[src/rtl/cvmcu_cpi_tx.sv]
`default_nettype none
// ============================================================================
// Module   : cvmcu_cpi_tx
// Purpose  : Camera-side CPI transmitter. Converts a valid/ready pixel stream
//            into framed CPI traffic (cam_data/cam_hsync/cam_vsync) with
//            programmable geometry and blanking, single or continuous frames.
// Ports    : clk_i, rst_i           clock, synchronous active-high reset
//            start_i, stop_i        frame start request / end continuous run
//            cfg_*_i                frame geometry, latched on accepted start
//            pix_data_i/valid_i     pixel source; pix_ready_o = taken this cycle
//            cam_data_o/hsync_o/vsync_o  registered CPI pins
//            busy_o, frame_done_o, underrun_o  status
// Revision : 1.0 - initial release
// ============================================================================
module cvmcu_cpi_tx #(
  parameter int DATA_WIDTH = 16,
  parameter int DIM_WIDTH  = 12
) (
  input  logic                  clk_i,
  input  logic                  rst_i,
  input  logic                  start_i,
  input  logic                  stop_i,
  input  logic                  cfg_cont_i,
  input  logic [DIM_WIDTH-1:0]  cfg_width_i,
  input  logic [DIM_WIDTH-1:0]  cfg_height_i,
  input  logic [DIM_WIDTH-1:0]  cfg_hblank_i,
  input  logic [DIM_WIDTH-1:0]  cfg_vblank_i,
  input  logic [DIM_WIDTH-1:0]  cfg_vsync_len_i,
  input  logic [DATA_WIDTH-1:0] pix_data_i,
  input  logic                  pix_valid_i,
  output logic                  pix_ready_o,
  output logic [DATA_WIDTH-1:0] cam_data_o,
  output logic                  cam_hsync_o,
  output logic                  cam_vsync_o,
  output logic                  busy_o,
  output logic                  frame_done_o,
  output logic                  underrun_o
);

  localparam logic [DIM_WIDTH-1:0] ONE = DIM_WIDTH'(1);

  typedef enum logic [2:0] {
    S_IDLE   = 3'd0,
    S_VSYNC  = 3'd1,
    S_HBLANK = 3'd2,
    S_LINE   = 3'd3,
    S_VBLANK = 3'd4,
    S_END    = 3'd5
  } state_t;

  state_t state, state_next;

  // Shadow copies of the configuration, frozen for the whole run
  logic [DIM_WIDTH-1:0] width_q, height_q, hblank_q, vblank_q, vsync_len_q;
  logic                 cont_q;

  logic [DIM_WIDTH-1:0] blank_cnt, col_cnt, row_cnt;
  logic                 stop_req;

  logic start_ok;
  logic line_end;
  logic last_row;
  logic transfer;

  assign busy_o      = (state != S_IDLE);
  assign pix_ready_o = (state == S_LINE);
  assign transfer    = pix_valid_i & pix_ready_o;

  always_comb begin
    state_next = state;
    start_ok   = 1'b0;
    line_end   = (col_cnt == width_q - ONE);
    last_row   = (row_cnt == height_q - ONE);
    case (state)
      S_IDLE: begin
        if (start_i && (cfg_width_i != '0) && (cfg_height_i != '0)) begin
          start_ok   = 1'b1;
          state_next = S_VSYNC;
        end
      end
      S_VSYNC: begin
        if (blank_cnt == vsync_len_q - ONE)
          state_next = (hblank_q == '0) ? S_LINE : S_HBLANK;
      end
      S_HBLANK: begin
        if (blank_cnt == hblank_q - ONE)
          state_next = S_LINE;
      end
      S_LINE: begin
        if (line_end) begin
          if (last_row)
            state_next = (vblank_q == '0) ? S_END : S_VBLANK;
          else
            state_next = (hblank_q == '0) ? S_LINE : S_HBLANK;
        end
      end
      S_VBLANK: begin
        if (blank_cnt == vblank_q - ONE)
          state_next = S_END;
      end
      S_END: begin
        // A stop arriving in the END cycle itself still ends the run
        state_next = (cont_q && !stop_req && !stop_i) ? S_VSYNC : S_IDLE;
      end
      default: state_next = S_IDLE;
    endcase
  end

  always_ff @(posedge clk_i) begin
    if (rst_i) begin
      state        <= S_IDLE;
      cam_data_o   <= '0;
      cam_hsync_o  <= 1'b0;
      cam_vsync_o  <= 1'b0;
      frame_done_o <= 1'b0;
      underrun_o   <= 1'b0;
      stop_req     <= 1'b0;
      blank_cnt    <= '0;
      col_cnt      <= '0;
      row_cnt      <= '0;
      width_q      <= '0;
      height_q     <= '0;
      hblank_q     <= '0;
      vblank_q     <= '0;
      vsync_len_q  <= ONE;
      cont_q       <= 1'b0;
    end else begin
      state <= state_next;

      // Pins trail the state by one cycle
      cam_vsync_o  <= (state == S_VSYNC);
      cam_hsync_o  <= (state == S_LINE);
      cam_data_o   <= transfer ? pix_data_i : '0;
      frame_done_o <= (state == S_END);

      if (start_ok) begin
        width_q     <= cfg_width_i;
        height_q    <= cfg_height_i;
        hblank_q    <= cfg_hblank_i;
        vblank_q    <= cfg_vblank_i;
        vsync_len_q <= (cfg_vsync_len_i == '0) ? ONE : cfg_vsync_len_i;
        cont_q      <= cfg_cont_i;
        underrun_o  <= 1'b0;
      end else if ((state == S_LINE) && !pix_valid_i) begin
        underrun_o  <= 1'b1;
      end

      if (state == S_IDLE)
        stop_req <= 1'b0;
      else if (stop_i)
        stop_req <= 1'b1;

      // Blank counter restarts on every phase change; it serves all blank states
      if (state_next != state)
        blank_cnt <= '0;
      else if ((state == S_VSYNC) || (state == S_HBLANK) || (state == S_VBLANK))
        blank_cnt <= blank_cnt + ONE;

      if (state == S_LINE)
        col_cnt <= line_end ? '0 : col_cnt + ONE;
      else
        col_cnt <= '0;

      if (state == S_VSYNC)
        row_cnt <= '0;
      else if ((state == S_LINE) && line_end)
        row_cnt <= row_cnt + ONE;
    end
  end

endmodule
`default_nettype wire
[config.mk]
export PLATFORM = sky130hd
export DESIGN_NAME = cvmcu_cpi_tx
export DESIGN_NICKNAME = d
export VERILOG_FILES = /design/src/rtl/cvmcu_cpi_tx.sv
export SDC_FILE = /design/constraint.sdc
export NUM_CORES = 1
export LEC_CHECK = 0
export ABC_CLOCK_PERIOD_IN_PS = 3200
export CELL_PAD_IN_SITES_DETAIL_PLACEMENT = 1
export CELL_PAD_IN_SITES_GLOBAL_PLACEMENT = 1
export CORE_MARGIN = 10
export CORE_UTILIZATION = 40
export DETAILED_ROUTE_END_ITERATION = 8
export PLACE_DENSITY_LB_ADDON = 0.1
export SLEW_MARGIN = 0
export SYNTH_ARGS = -nofsm -noshare
export SYNTH_HDL_FRONTEND = slang
export SYNTH_SLANG_ARGS = --single-unit
[constraint.sdc]
create_clock -name clk_i -period 3.2 [get_ports clk_i]
set_clock_uncertainty 0.15 [all_clocks]
set_input_delay 0.32 -clock clk_i [delete_from_list [all_inputs] [get_ports clk_i]]
set_output_delay 0.32 -clock clk_i [all_outputs]
set_load 0.02 [all_outputs]
==> key figures, run 1 <==
Worst hold path
  – Hold Crit Class: input port to register
  – Hold_sp: cfg_vblank_i[11]
  – WHS Path Cells: 3
  – Hold Crit Endpoint: vblank_q[11]

Synthesis
  – Xor/xnor share of the synthesized area: between 10% and 20%
  – Mapped Nets: 971
  – Mean Syn Cell Area: a little under 8 sq um
  – Yosys warns: 0
  – Post-Synth Adder-Cell Area: roughly 1.5%
  – Sequential area share after synthesis: a little over a third
  – Yosys top cell area share: a little over a third
  – Most common cell in the netlist: nand2_1
  – Library cells used by synthesis: 64
  – Post-synthesis mux area share: ~1.3%
  – Cell taking the most area after synthesis: dfxtp_1
  – Async S/R FF share, synth: 0%
  – Mapped cell area: 6859 sq um
  – Area share of and/or/nand/nor cells after synthesis: 31.74%
  – Top cells by count, synth: nand2_1, dfxtp_1, a21oi_1
  – Ys flop type: dfxtp_1
  – Largest family of logic cells by synthesized area: simple AND/OR/NAND/NOR gates
  – Compound-Gate Fraction of Synth Area: about an eighth
  – Yosys reg bits: 121
  – Top post-synthesis cells by area: dfxtp_1, nand2_1, xnor2_1
  – Post-synth EDFFs: 0
  – Post-Synthesis Cells: a little under 900

STA
  – Final count of negative-setup-slack endpoints: 0
  – Max Fclk: roughly 320 MHz
  – Worst-Margin Slew: just under 0.7 ns
  – Final min period: about 3.1 ns
  – Final hold vios: 0
  – Final worst path period share: between 90% and 100%
  – Hold Slack: around 0.30 ns
  – Slew Limit Fails: 0
  – RSZ-0062 raised after global routing: true
  – Slew HR: a little over half
  – Final WS setup: between 0.06 and 0.07 ns

Setup path
  – Crit path required time: between 3 and 4 ns
  – CP max-delay cell: or4_4
  – Critical path peak fanout: 6
  – Reg-to-reg endpoint: row_cnt[7]
  – Top delay family on crit path: simple AND/OR/NAND/NOR gates
  – Crit Path Class: register to register
  – Reg2Reg Launch Point: width_q[2]
  – Worst path max stage delay: 0.54 ns
  – Critical Path Most Common Cell: or4_4
  – CP Cell Sequence: or4_4, and4bb_1, xnor2_1, or4_4, nor4_4, nand3_2, or4_1, nand2_1
  – Reg2reg path depth: 8
  – CP arrival: between 3 and 4 ns
  – Worst setup SP type: register
  – R2R setup slack: between 0.06 and 0.07 ns
  – Element type at the critical path end: register
  – CP Buf/Inv Count: 0

Routing
  – Post-DRT Antenna Nets: 0
  – DRT Wirelength: around 22000 microns
  – Post-detailed-route wirelength per cell: about 19 microns
  – Residual DRC count: 0
  – Detail-routed via count per cell: ~5.6
  – Vias: roughly 6700
  – Drt first pass iters: 5
  – Starting DRT DRC Count: between 200 and 300

Pwr
  – Final Total Pwr: ~4.6 mW
  – Worst vdd ir: roughly 0.44 mV
  – Leak Pwr: 3.311 nW
  – Pwr/cell area: 526.1 nW/um^2

Flow run
  – Max_cap viols: 0

CTS
  – Total CTS buffers: 17
  – CTS root buffer: clkbuf_16
  – Clk buf depth: 2
  – Post-CTS Hold Buffers: 0
  – CTS tree: built
  – H-tree Lvls: 4
  – Clock-pin slew on the worst setup and hold paths: approximately 0.060 ns
  – # clock sinks: between 100 and 150
  – Clock Latency Late Sink: 0.42 ns

GRT
  – Remaining Overflow, GRT: 0
  – First-pass GRT wire length: approximately 37000 microns
  – Total GRT Usage: about a fifth
  – M3 GR Usage: ~5%
  – Busiest grt layer: met2
  – Met1 usage: between 20% and 30%
  – Met2 usage: approximately a third
  – Vias in the first global route: 7161
  – Antenna violations before repair: 0
  – Largest net degree at the start of global routing: 63

Floorplan
  – Cell Rows: 47
  – Die Y: roughly 150 microns
  – Starting density of the core: roughly two fifths
  – Core Area: approximately 17000 sq um
  – Die X: approximately 150 microns
  – IO Count: about 100
  – Die area: 22790 sq um

Placement
  – # port buffers: around 100
  – Detailed Place HPWL: ~17000 microns
  – Routability cong.: between 0.8 and 0.9
  – Dpl ws: -0.1177 ns

Run status
  – Status: finished clean

Cells and area
  – Register area: about 2400 sq um
  – Area of the multi-input gates: 4170 sq um
  – Diodes inserted: 0
  – Area delta synth->final: 28.27%
  – Fillcell total: about 2000
  – Share of layout cells above drive strength 1: approximately a tenth
  – Total Nets Final: ~1100
## worst register-to-register path, stage by stage (launching register included)
cell	delay [ns]
dfxtp_1	0.38
or4_4	0.54
and4bb_1	0.32
xnor2_1	0.11
or4_4	0.53
nor4_4	0.38
nand3_2	0.17
or4_1	0.42
nand2_1	0.07
## per-stage QoR
step	instances	TNS, ns	utilization, %	area, sq um
floorplan	881	0	-	6859
finish	1204	0	52.68	8798
CTS	1203	0	52.35	8743
detailed placement	1171	-1.188	48.66	8127
global placement	1171	0	48.66	8127
global route	1204	-0.1470	52.68	8798
## final cells by class
cell class	count	share of cell area, %
clock inverter	13	1.650
inverter	25	1.067
clock buffer	19	5.148
tap	220	3.129
timing repair buffer	131	14.05
sequential	121	27.56
multi-input combinational	675	47.40
## where the power goes
part | total, mW | internal (mW) | switching (mW)
Combinational | 0.991 | 0.444 | 0.547
Sequential | 1.70 | 1.58 | 0.114
Clock | 1.94 | 1.19 | 0.750
## how the worst max path moves through the flow
stage	from	end	slack, ns	cells after the start
4_1_cts	vsync_len_q[0]	blank_cnt[10]	0.04	11
5_1_grt	height_q[0]	blank_cnt[1]	-0.05	10
2_1_floorplan	width_q[0]	row_cnt[7]	0.39	10
6_report	width_q[2]	row_cnt[7]	0.07	8
3_3_place_gp	height_q[0]	blank_cnt[1]	0.11	10
3_5_place_dp	width_q[0]	blank_cnt[10]	-0.12	10
## sequential cells by signal, indices dropped and copies added (netlist names)
register / count
blank_cnt: 12
width_q: 12
stop_req: 1
underrun_o: 1
vblank_q: 12
vsync_len_q: 12
cam_vsync_o: 1
state: 3
frame_done_o: 1
row_cnt: 12
height_q: 12
col_cnt: 12
cam_data_o: 16
hblank_q: 12
cam_hsync_o: 1
cont_q: 1
## timing repair
item	in CTS	in global routing
setup buffers	0	1
setup endpoints to repair	12	16
pin swaps	0	6
resized for setup	4	12
## routing by layer
metal  part of all wire [%]  up-vias
met5                      0        -
met3                    4.4       31
met2                     49      117
met1                     45     3283
li1                       -     3271
met4                    1.4        0
## cell usage in the layout (no fill, tap or decap), drive strengths merged, types with 4 or more instances in the layout
master,n
nor4,30
clkdlybuf4s50,102
nor4b,9
clkinv,6
mux2i,7
inv,27
or4,10
xnor2,51
o2111ai,8
o21ai,8
o31ai,5
dfxtp,121
nand3,32
nor3b,6
a311oi,5
nand2b,4
a21oi,72
nand4,17
ha,8
a211oi,4
nor3,33
nor2,57
or3,13
o211ai,5
xor2,49
buf,29
and2,5
or2,6
and3,29
nand2,158
clkbuf,19
a31oi,5
nand3b,6
## kinds of logic after synthesis
logic type / after synthesis
mux: 9
fa+ha+maj: 8
buf+inv: 85
simple gates: 423
flops: 121
compound gates: 135
xor+xnor: 100
Power figures use the tool's default switching activity.
==> run 2, diff against run 1 <==
- SLEW_MARGIN: 0 -> default
==> results of run 2 <==
Final layout, timing and power as in run 1 (identical DEF).
